===== src/rtl/mul64_rr_sched.sv =====
// Round-robin scheduler sharing one 64x64 unsigned multiplier among NREQ
// requesters. One op in flight: accept, wait LAT cycles, return the product
// tagged with the requester index on a shared response channel.
module mul64_rr_sched #(
   parameter int NREQ  = 4,
   parameter int WIDTH = 64,
   parameter int LAT   = 2
) (
   input  logic                      clk,
   input  logic                      rst,
   input  logic [NREQ-1:0]           req_valid,
   output logic [NREQ-1:0]           req_ready,
   input  logic [NREQ*WIDTH-1:0]     req_a,
   input  logic [NREQ*WIDTH-1:0]     req_b,
   output logic [WIDTH-1:0]          mul_a,
   output logic [WIDTH-1:0]          mul_b,
   input  logic [2*WIDTH-1:0]        mul_p,
   output logic                      rsp_valid,
   input  logic                      rsp_ready,
   output logic [2*WIDTH-1:0]        rsp_prod,
   output logic [$clog2(NREQ)-1:0]   rsp_id,
   output logic                      busy
);

   localparam int IDW = $clog2(NREQ);
   localparam int CW  = (LAT > 1) ? $clog2(LAT) : 1;

   typedef enum logic [1:0] {S_IDLE, S_WAIT, S_RESP} state_t;

   state_t             state_q, state_d;
   logic [IDW-1:0]     last_q, last_d;
   logic [CW-1:0]      cnt_q, cnt_d;
   logic [WIDTH-1:0]   mul_a_q, mul_a_d, mul_b_q, mul_b_d;
   logic [2*WIDTH-1:0] rsp_prod_q, rsp_prod_d;
   logic [IDW-1:0]     rsp_id_q, rsp_id_d;
   logic               rsp_valid_q, rsp_valid_d;

   logic               grant_vld;
   logic [IDW-1:0]     grant_idx;
   logic [IDW-1:0]     cand;
   int                 rr_idx;
   logic               accept;

   logic [WIDTH-1:0]   a_arr [NREQ];
   logic [WIDTH-1:0]   b_arr [NREQ];

   for (genvar i = 0; i < NREQ; i++) begin : g_unpack
      assign a_arr[i] = req_a[i*WIDTH +: WIDTH];
      assign b_arr[i] = req_b[i*WIDTH +: WIDTH];
   end

   // Round-robin search starting after last grant; the nearest valid
   // requester is visited last so it overwrites farther candidates.
   always_comb begin
      grant_vld = 1'b0;
      grant_idx = '0;
      rr_idx    = 0;
      cand      = '0;
      for (int k = NREQ; k >= 1; k--) begin
         rr_idx = int'(last_q) + k;
         if (rr_idx >= NREQ) rr_idx = rr_idx - NREQ;
         cand = IDW'(rr_idx);
         if (req_valid[cand]) begin
            grant_vld = 1'b1;
            grant_idx = cand;
         end
      end
   end

   // Grant only happens in IDLE; a winner always has its valid high.
   assign accept = (state_q == S_IDLE) && grant_vld;

   // Next-state logic.
   always_comb begin
      state_d = state_q;
      case (state_q)
         S_IDLE:  if (accept) state_d = S_WAIT;
         S_WAIT:  if (cnt_q == '0) state_d = S_RESP;
         S_RESP:  if (rsp_ready) state_d = S_IDLE;
         default: state_d = S_IDLE;
      endcase
   end

   // Output decode: one-hot ready to the winner while idle.
   always_comb begin
      req_ready = '0;
      if (accept) req_ready[grant_idx] = 1'b1;
      busy = (state_q != S_IDLE);
   end

   // Datapath next values: operand capture, countdown, product capture.
   always_comb begin
      last_d      = last_q;
      cnt_d       = cnt_q;
      mul_a_d     = mul_a_q;
      mul_b_d     = mul_b_q;
      rsp_prod_d  = rsp_prod_q;
      rsp_id_d    = rsp_id_q;
      rsp_valid_d = rsp_valid_q;
      case (state_q)
         S_IDLE: begin
            if (accept) begin
               mul_a_d  = a_arr[grant_idx];
               mul_b_d  = b_arr[grant_idx];
               rsp_id_d = grant_idx;
               last_d   = grant_idx;
               cnt_d    = CW'(LAT - 1);
            end
         end
         S_WAIT: begin
            cnt_d = cnt_q - CW'(1);
            if (cnt_q == '0) begin
               rsp_prod_d  = mul_p;
               rsp_valid_d = 1'b1;
            end
         end
         S_RESP: begin
            if (rsp_ready) rsp_valid_d = 1'b0;
         end
         default: ;
      endcase
   end

   // State and datapath registers; reset drops any in-flight op.
   always_ff @(posedge clk) begin
      if (rst) begin
         state_q     <= S_IDLE;
         last_q      <= IDW'(NREQ - 1);
         cnt_q       <= '0;
         mul_a_q     <= '0;
         mul_b_q     <= '0;
         rsp_prod_q  <= '0;
         rsp_id_q    <= '0;
         rsp_valid_q <= 1'b0;
      end else begin
         state_q     <= state_d;
         last_q      <= last_d;
         cnt_q       <= cnt_d;
         mul_a_q     <= mul_a_d;
         mul_b_q     <= mul_b_d;
         rsp_prod_q  <= rsp_prod_d;
         rsp_id_q    <= rsp_id_d;
         rsp_valid_q <= rsp_valid_d;
      end
   end

   assign mul_a     = mul_a_q;
   assign mul_b     = mul_b_q;
   assign rsp_prod  = rsp_prod_q;
   assign rsp_id    = rsp_id_q;
   assign rsp_valid = rsp_valid_q;

endmodule

===== config.mk =====
export PLATFORM = sky130hd
export DESIGN_NAME = mul64_rr_sched
export DESIGN_NICKNAME = d
export VERILOG_FILES = /design/src/rtl/mul64_rr_sched.sv
export SDC_FILE = /design/constraint.sdc
export NUM_CORES = 1
export LEC_CHECK = 0
export CORE_AREA = 4 4 354 356
export DETAILED_ROUTE_END_ITERATION = 16
export DIE_AREA = 0 0 358 360
export PLACE_DENSITY = 0.38
export SLEW_MARGIN = 20
export SYNTH_ARGS = -nofsm -noshare
export SYNTH_HDL_FRONTEND = slang
export SYNTH_SLANG_ARGS = --single-unit

===== constraint.sdc =====
create_clock -name clk -period 5.2 [get_ports clk]
set_clock_uncertainty 0.15 [all_clocks]
set_input_delay 0.78 -clock clk [delete_from_list [all_inputs] [get_ports clk]]
set_output_delay 0.78 -clock clk [all_outputs]
set_load 0.05 [all_outputs]

==> results of run 1 <==
-- flip-flops by register name (all words and copies together) (netlist names) --
register	count
state_q	2
rsp_id	2
cnt_q	1
rsp_valid	1
last_q	2
mul_a	64
mul_b	64
rsp_prod	128
-- metrics by stage --
stage | std cells | hold slack, ns
final | 4140 | 0.303
after global routing | 4129 | 0.316
after CTS | 4116 | 0.304
after detailed placement | 4041 | 0.296
after global placement | 4041 | 0.292
after floorplan | 1667 | 0.308
-- cell usage after synthesis, drive strengths merged, types with 4 or more instances --
| cell | instances | area (µm²) |
|---|---|---|
| nor2 | 14 | 52.6 |
| or2 | 4 | 25.0 |
| nand2 | 389 | 1460 |
| a211o | 128 | 1120 |
| dfxtp | 264 | 5290 |
| a21oi | 135 | 679 |
| o211ai | 128 | 961 |
| buf | 79 | 423 |
| mux2i | 128 | 1280 |
| clkbuf | 119 | 447 |
| o31ai | 129 | 968 |
| nand2b | 5 | 31.3 |
| nand4 | 128 | 801 |
-- layer usage --
layer  global-route usage (%)  up-vias  wire length (µm)
li1                         -     7812                 -
met1                     18.0     8094             42300
met2                     27.8      638             54100
met3                     4.97      122              8270
met4                     4.75       26              2310
met5                        0        -               178
-- kinds of logic after synthesis --
group           after synthesis  synth area share (%)
buf+inv                     200                  6.42
mux                         128                  9.38
flops                       264                  38.7
simple gates                545                  17.7
compound gates              530                  27.8
-- critical path, delay by kind of cell --
| kind | cells | cell delay, ns |
|---|---|---|
| AO/OA/AOI/OAI | 1 | 0.39 |
| buffers and inverters | 3 | 1.03 |
| AND/OR/NAND/NOR | 3 | 0.75 |
-- layout make-up --
class	count	area share, %
diodes	24	0.231
clock inverters	17	0.892
inverters	2	0.0289
well taps	1625	7.83
clock buffers	58	4.44
flip-flops and latches	264	20.4
repair buffers	947	37.0
multi-input cells	1203	29.2
-- power by group --
| group | switching [µW] | internal [µW] | leakage (µW) |
|---|---|---|---|
| logic | 2320 | 1370 | 0.00624 |
| registers | 158 | 2310 | 0.00217 |
| clock network | 1230 | 1710 | 0.000675 |
| total | 3710 | 5400 | 0.00908 |
-- path summary, 6_finish.rpt --
check	startpoint	end	slack, ns	depth (start not counted)
setup reg to reg	last_q[0]$_SDFFE_PP1P_	mul_b[2]$_SDFFE_PP0P_	2.37	7
setup / recovery	req_valid[1]	req_ready[3]	1.25	7
hold reg to reg	rsp_prod[33]$_SDFFE_PP0P_	rsp_prod[33]$_SDFFE_PP0P_	0.30	2
hold / removal	rsp_prod[33]$_SDFFE_PP0P_	rsp_prod[33]$_SDFFE_PP0P_	0.30	2
==> results_dict.tcl, run 1 <==
set metrics [dict create \
    cp_cell_sequence "clkdlybuf4s50_1 -> nor2b_1 -> o21a_4 -> nor3_4 -> buf_12 -> nor2_1 -> buf_12" \
    final.setup.worst_slack_ns 1.25 \
    final_nets 3107 \
    cts_sinks 264 \
    yosysSeqAreaShare_pct 38.7 \
    tns_ns 0 \
    placement.cell_area_um2 24500 \
    clk_latency_ns 0.62 \
    regArea_um2 5290 \
    holdBufCountCts 0 \
    finalSetupViolations 0 \
    ir_worst_vdd_mv 0.181 \
    grt_max_degree 119 \
    tightest_slew_ns 1.01 \
    track_usage_pct 15.7 \
    worst_setup_path_end_kind "output port" \
    drt-initial-drc-count 1017 \
    final_core_util_pct 21.3 \
    synth-edff-count 0 \
    ys_async_sr_fraction_pct 0 \
    syn_inst 1667 \
    worst-setup-path-type "in -> out" \
    dr.pass1.iters 5 \
    critical_path_required_ns 4.27 \
    grt_pass1_wl_um 144000 \
    hold_viol_final 0 \
    drive_above_1_share_pct 4.82 \
    power_density_nw_per_um2 351 \
    die_h_um 360 \
    slowest_stage "clkdlybuf4s50_1" \
    period_minus_slack_ns 3.95 \
    pre_cts_slack_ns 1.17 \
    h-tree-depth 2 \
    cp_max_fo 57 \
    cp.arrival_ns 3.02 \
    max_cap_violations 0 \
    path_clk_slew_ns 0.06 \
    start_util_pct 11.2 \
    hpwl_um 79300 \
    via_count 16700 \
    cts_resized 0 \
    final_common_cell "clkdlybuf4s50_1" \
    rsz0062_at_grt "no" \
    area_growth_pct 90.0 \
    portBuffers 910 \
    place.gp.congestion 0.771 \
    die_area_um2 129000 \
    slew_violations 0 \
    fp-row-count 128 \
    cts_tree "done" \
    p_leak_uw 0.00908 \
    ys_ff_latch 264 \
    drc 0 \
    root_buffer "clkbuf_16" \
    synth_fp_nets 2314 \
    multiInputGateArea_um2 7580 \
    n_fill_cell 13500 \
    final_cell_mix "clkdlybuf4s50_1, nand2_1, dfxtp_1" \
    netlist_area_um2 13700 \
    synth.distinct_cells 32 \
    antenna_found_initial 49 \
    stdcell_area_um2 26000 \
    numCtsBuffers 42 \
    wirelength_um 107000 \
    max_slew_margin_pct 32.4 \
    ys.flop_type "dfxtp_1" \
    syn_area_per_cell_um2 8.19 \
    startpoint_type "input pin" \
    vias_per_cell 4.03 \
    clock.fmax_mhz 253 \
    first_global_vias 17200 \
    critPathMaxStageDelay_ns 0.68 \
    drt.antenna.violating_nets 0 \
    ios 911 \
    post_cts_buffers 0 \
    grt_overflow 0 \
    die_w_um 358 \
    min_period_over_period_pct 75.9 \
    ys_warn_count 0 \
    outcome "finished clean" \
    hold_class "reg -> reg" \
    fp.coreArea_um2 122000 \
    clock_path_buffers 3 \
    critPathMostFrequentCell "buf_12" \
    wl_per_cell_um 25.9 \
    p_total_uw 9110 \
]
Note: power is estimated with default switching activity, not from simulation.
==> inputs of run 2 (changes only) <==
Settings changed: CORE_AREA 4 4 354 356 to 4 4 352 354, DIE_AREA 0 0 358 360 to 0 0 356 358, PLACE_DENSITY 0.38 to 0.39.
Clock period 5.2 ns to 3.5 ns, I/O delays scaled along.
==> results_dict.tcl, run 2 (same netlist as run 1, synthesis figures left out) <==
set metrics [dict create \
    p_sw_uw 5370 \
    p_leak_uw 0.00945 \
    period_minus_slack_ns 3.15 \
    final_common_cell "clkdlybuf4s50_1" \
    cts_sinks 264 \
    die_w_um 356 \
    clock.fmax_mhz 318 \
    min-delay-start "rst" \
    drive_above_1_share_pct 7.34 \
    vias_per_cell 4.08 \
    r2r-end "mul_a[4]$_SDFFE_PP0P_" \
    grt_max_degree 76 \
    startpoint_type "input pin" \
    root_buffer "clkbuf_16" \
    slowest_stage "clkdlybuf4s50_1" \
    min_period_over_period_pct 90.0 \
    reg2reg_slack_ns 0.96 \
    h-tree-depth 2 \
    path_clk_slew_ns 0.06 \
    first_global_vias 17300 \
    hold_depth 2 \
    p_clk_share_pct 29.7 \
    p_sw_share_pct 40.2 \
    start_util_pct 11.3 \
    grt_pass1_wl_um 144000 \
    n_fill_cell 13400 \
    pre_cts_slack_ns 0.118 \
    numCtsBuffers 39 \
    place.gp.congestion 0.837 \
    final_core_util_pct 22.0 \
    fp-row-count 128 \
    final.setup.worst_slack_ns 0.351 \
    antenna_found_initial 46 \
    max_cap_violations 0 \
    fp.coreArea_um2 121000 \
    crit_family "buffers and inverters" \
    area_growth_pct 94.7 \
    grt_overflow 0 \
    portBuffers 910 \
    cp_cell_sequence "clkdlybuf4s50_1 -> and2b_4 -> o21a_4 -> nor3_4 -> buf_4 -> nor2_1 -> buf_12" \
    rsz0062_at_grt "no" \
    final_nets 3182 \
    critical_path_required_ns 2.82 \
    cts_resized 0 \
    p_total_uw 13400 \
    r2r_cells 7 \
    finalSetupViolations 0 \
    tns_ns 0 \
    clock_path_buffers 3 \
    drt-initial-drc-count 1046 \
    max_slew_margin_pct 48.5 \
    rr_startpoint "last_q[0]$_SDFFE_PP1P_" \
    cp_max_fo 13 \
    outcome "finished clean" \
    drt.antenna.violating_nets 0 \
    drc 0 \
    instances_no_fill 4205 \
    tightest_slew_ns 0.771 \
    ios 911 \
    final_cell_mix "clkdlybuf4s50_1, nand2_1, dfxtp_1" \
    slew_violations 0 \
    ir_worst_vdd_mv 0.258 \
    hold_viol_final 0 \
    worst-setup-path-type "in -> out" \
    via_count 17100 \
    p_int_uw 7980 \
    dr.pass1.iters 5 \
    largest_reg_flops 128 \
    wirelength_um 108000 \
    post_cts_buffers 0 \
    placed_cells 4119 \
    seqPwrFrac_pct 27.7 \
    die_h_um 358 \
    hold_class "in -> reg" \
    power_density_nw_per_um2 502 \
    wl_per_cell_um 25.7 \
    combPwrFrac_pct 42.6 \
    holdBufCountCts 0 \
    crit_buf_inv 3 \
    worst_setup_path_end_kind "output port" \
    clk_latency_ns 0.57 \
    min_to "rsp_prod[1]$_SDFFE_PP0P_" \
    cp.arrival_ns 2.47 \
    cts_tree "done" \
    die_area_um2 127000 \
    track_usage_pct 16.0 \
    critPathMaxStageDelay_ns 0.55 \
    hpwl_um 86100 \
]
[run 2: cell types whose count changed in the layout (fill, tap and decap cells not counted), sizes merged]
cell / before / now
bufinv: 3 / 1
clkinv: 12 / 4
diode: 24 / 19
buf: 42 / 120
clkbuf: 58 / 60
[run 2: area by class of cell]
type	count	area [µm²]	share of cell area (%)
Timing Repair Buffer	1025	10400	39.2
Multi-Input combinational cell	1203	7570	28.5
Sequential cell	264	5290	19.9
Tap cell	1625	2030	7.65
Clock buffer	60	1150	4.31
Clock inverter	7	77.6	0.292
Antenna cell	19	47.5	0.179
Inverter	2	7.51	0.0282
[run 2: routing by layer]
| metal | global-route usage (%) | up-vias | wire length, µm | part of all wire, % |
|---|---|---|---|---|
| met5 | 0 | - | 232 | 0.21 |
| met1 | 17.5 | 8299 | 40400 | 37 |
| met3 | 5.59 | 125 | 9450 | 8.7 |
| li1 | - | 7955 | - | - |
| met4 | 3.22 | 34 | 1890 | 1.7 |
| met2 | 29.7 | 724 | 56000 | 52 |
[run 2: how the worst max path moves through the flow]
stage / startpoint / to / slack, ns / cells past startpoint
after floorplan: req_valid[3] / req_ready[0] / 0.81 / 5
after global placement: req_valid[3] / mul_a[4]$_SDFFE_PP0P_ / 0.13 / 8
after detailed placement: req_valid[3] / mul_b[2]$_SDFFE_PP0P_ / 0.12 / 8
after CTS: req_valid[3] / req_ready[1] / 0.31 / 7
after global routing: req_valid[3] / req_ready[3] / 0.24 / 7
final: req_valid[3] / req_ready[1] / 0.35 / 7
[run 2: metrics by stage]
step,area [µm²],hold WS [ns]
after floorplan,13700,0.308
after global placement,25300,0.292
after detailed placement,25300,0.296
final,26600,0.191
after global routing,26500,0.163
after CTS,26500,0.148
[run 2: power by group through the flow]
stage	sequential, µW	combinational, µW	clock, µW
detailed placement	3760	5750	0
global placement	3770	5770	0
CTS	3700	5770	4170
floorplan	5120	1600	0
global route	3750	5980	4260
finish	3700	5680	3970
[run 2: worst register-to-register path: stages, from the launching register on]
cell,delay (ns)
dfxtp_1,0.35
and2b_4,0.22
o21a_4,0.30
nor3_4,0.30
buf_12,0.25
buf_12,0.31
mux2i_1,0.44
o211ai_1,0.13
==> inputs of run 3 (changes only) <==
Settings changed: CAP_MARGIN set to 20, PLACE_DENSITY 0.39 to unset, PLACE_DENSITY_LB_ADDON set to 0.15.
==> results_dict.tcl, run 3 (same netlist as run 1, synthesis figures left out) <==
set metrics [dict create \
    wirelength_um 102000 \
    start_util_pct 11.3 \
    portBuffers 910 \
    clock_path_buffers 3 \
    crit_family "buffers and inverters" \
    tightest_slew_ns 0.874 \
    cts_tree "done" \
    p_leak_uw 0.00943 \
    die_w_um 356 \
    period_minus_slack_ns 3.15 \
    hpwl_um 80400 \
    drt.antenna.violating_nets 0 \
    hold_class "reg -> reg" \
    p_sw_uw 5440 \
    ir_worst_vdd_mv 0.349 \
    p_sw_share_pct 39.9 \
    p_int_uw 8190 \
    r2r_cells 7 \
    clock.fmax_mhz 318 \
    worst_setup_path_end_kind "output port" \
    antenna_found_initial 40 \
    grt_max_degree 80 \
    place.gp.congestion 0.817 \
    drt-initial-drc-count 1065 \
    area_growth_pct 95.1 \
    seqPwrFrac_pct 27.0 \
    final_cell_mix "clkdlybuf4s50_1, nand2_1, dfxtp_1" \
    critPathMaxStageDelay_ns 0.66 \
    outcome "finished clean" \
    rr_startpoint "last_q[0]$_SDFFE_PP1P_" \
    die_h_um 358 \
    worst-setup-path-type "in -> out" \
    crit_buf_inv 3 \
    critical_path_required_ns 2.82 \
    slew_violations 0 \
    drive_above_1_share_pct 6.96 \
    combPwrFrac_pct 41.7 \
    root_buffer "clkbuf_16" \
    post_cts_buffers 0 \
    cp.arrival_ns 2.47 \
    wl_per_cell_um 24.4 \
    clk_latency_ns 0.60 \
    fp.coreArea_um2 121000 \
    first_global_vias 17600 \
    grt_pass1_wl_um 137000 \
    instances_no_fill 4190 \
    track_usage_pct 15.0 \
    power_density_nw_per_um2 512 \
    numCtsBuffers 40 \
    cts_resized 0 \
    rsz0062_at_grt "no" \
    path_clk_slew_ns 0.05 \
    dr.pass1.iters 8 \
    tns_ns 0 \
    h-tree-depth 2 \
    holdBufCountCts 0 \
    final_common_cell "clkdlybuf4s50_1" \
    min_to "rsp_prod[2]$_SDFFE_PP0P_" \
    regArea_um2 5290 \
    min-delay-start "rsp_prod[2]$_SDFFE_PP0P_" \
    min_period_over_period_pct 89.9 \
    cp_cell_sequence "clkdlybuf4s50_1 -> nor2b_1 -> o21a_4 -> nor3_4 -> buf_4 -> nor2_1 -> buf_12" \
    reg2reg_slack_ns 0.98 \
    max_cap_violations 0 \
    r2r-end "mul_a[41]$_SDFFE_PP0P_" \
    vias_per_cell 4.09 \
    multiInputGateArea_um2 7570 \
    hold_viol_final 0 \
    ios 911 \
    stdcell_area_um2 26600 \
    grt_overflow 0 \
    max_slew_margin_pct 41.6 \
    drc 0 \
    final_nets 3165 \
    placement.cell_area_um2 25200 \
    cts_sinks 264 \
    cp_max_fo 7 \
    largest_reg_flops 128 \
    n_fill_cell 13500 \
    p_clk_share_pct 31.3 \
    startpoint_type "input pin" \
    placed_cells 4101 \
    via_count 17100 \
    finalSetupViolations 0 \
    hold_depth 2 \
    slowest_stage "clkdlybuf4s50_1" \
    die_area_um2 127000 \
    fp-row-count 128 \
]
-- run 3: per-layer routing --
layer	part of all wire, %	GRT usage (%)
met1	38	16.4
met2	50	27.0
met3	9.0	5.67
met4	2.6	4.07
met5	0.11	0
-- run 3: how the worst max path moves through the flow --
| stage | depth (start not counted) | start | end | slack [ns] |
|---|---|---|---|---|
| after floorplan | 5 | req_valid[3] | req_ready[0] | 0.81 |
| after global placement | 8 | req_valid[3] | mul_a[43]$_SDFFE_PP0P_ | 0.10 |
| after detailed placement | 8 | req_valid[3] | mul_a[43]$_SDFFE_PP0P_ | 0.09 |
| after CTS | 7 | req_valid[3] | req_ready[1] | 0.33 |
| after global routing | 7 | req_valid[3] | req_ready[3] | 0.26 |
| final | 7 | req_valid[1] | req_ready[3] | 0.35 |
-- run 3: tightest hold or removal path: cells and delay by family, from the launching register on --
family	cells	cell delay (ns)
AO/OA/AOI/OAI	1	0.05
AND/OR/NAND/NOR	1	0.05
flip-flops	1	0.30
-- run 3: cell type report --
class	instances	share of cell area, %
Timing Repair Buffer	1007	38.7
Multi-Input combinational cell	1203	28.4
Sequential cell	264	19.8
Tap cell	1625	7.63
Clock buffer	52	4.11
Clock inverter	16	1.01
Antenna cell	21	0.197
Inverter	2	0.0282
-- run 3: through the flow --
stage | total power [µW] | utilization (%) | setup WS, ns | hold WS, ns
after floorplan | 6710 | - | 0.815 | 0.308
after global placement | 9490 | 20.8 | 0.102 | 0.291
after detailed placement | 9480 | 20.8 | 0.0920 | 0.298
after CTS | 13900 | 22.0 | 0.325 | 0.241
after global routing | 14300 | 22.0 | 0.261 | 0.272
final | 13600 | 22.0 | 0.353 | 0.305
-- run 3: power groups by stage --
stage / clock network, µW / registers (µW) / logic, µW
global placement: 0 / 3740 / 5740
floorplan: 0 / 5120 / 1600
finish: 4270 / 3690 / 5680
detailed placement: 0 / 3740 / 5740
global route: 4560 / 3730 / 5970
CTS: 4470 / 3690 / 5760
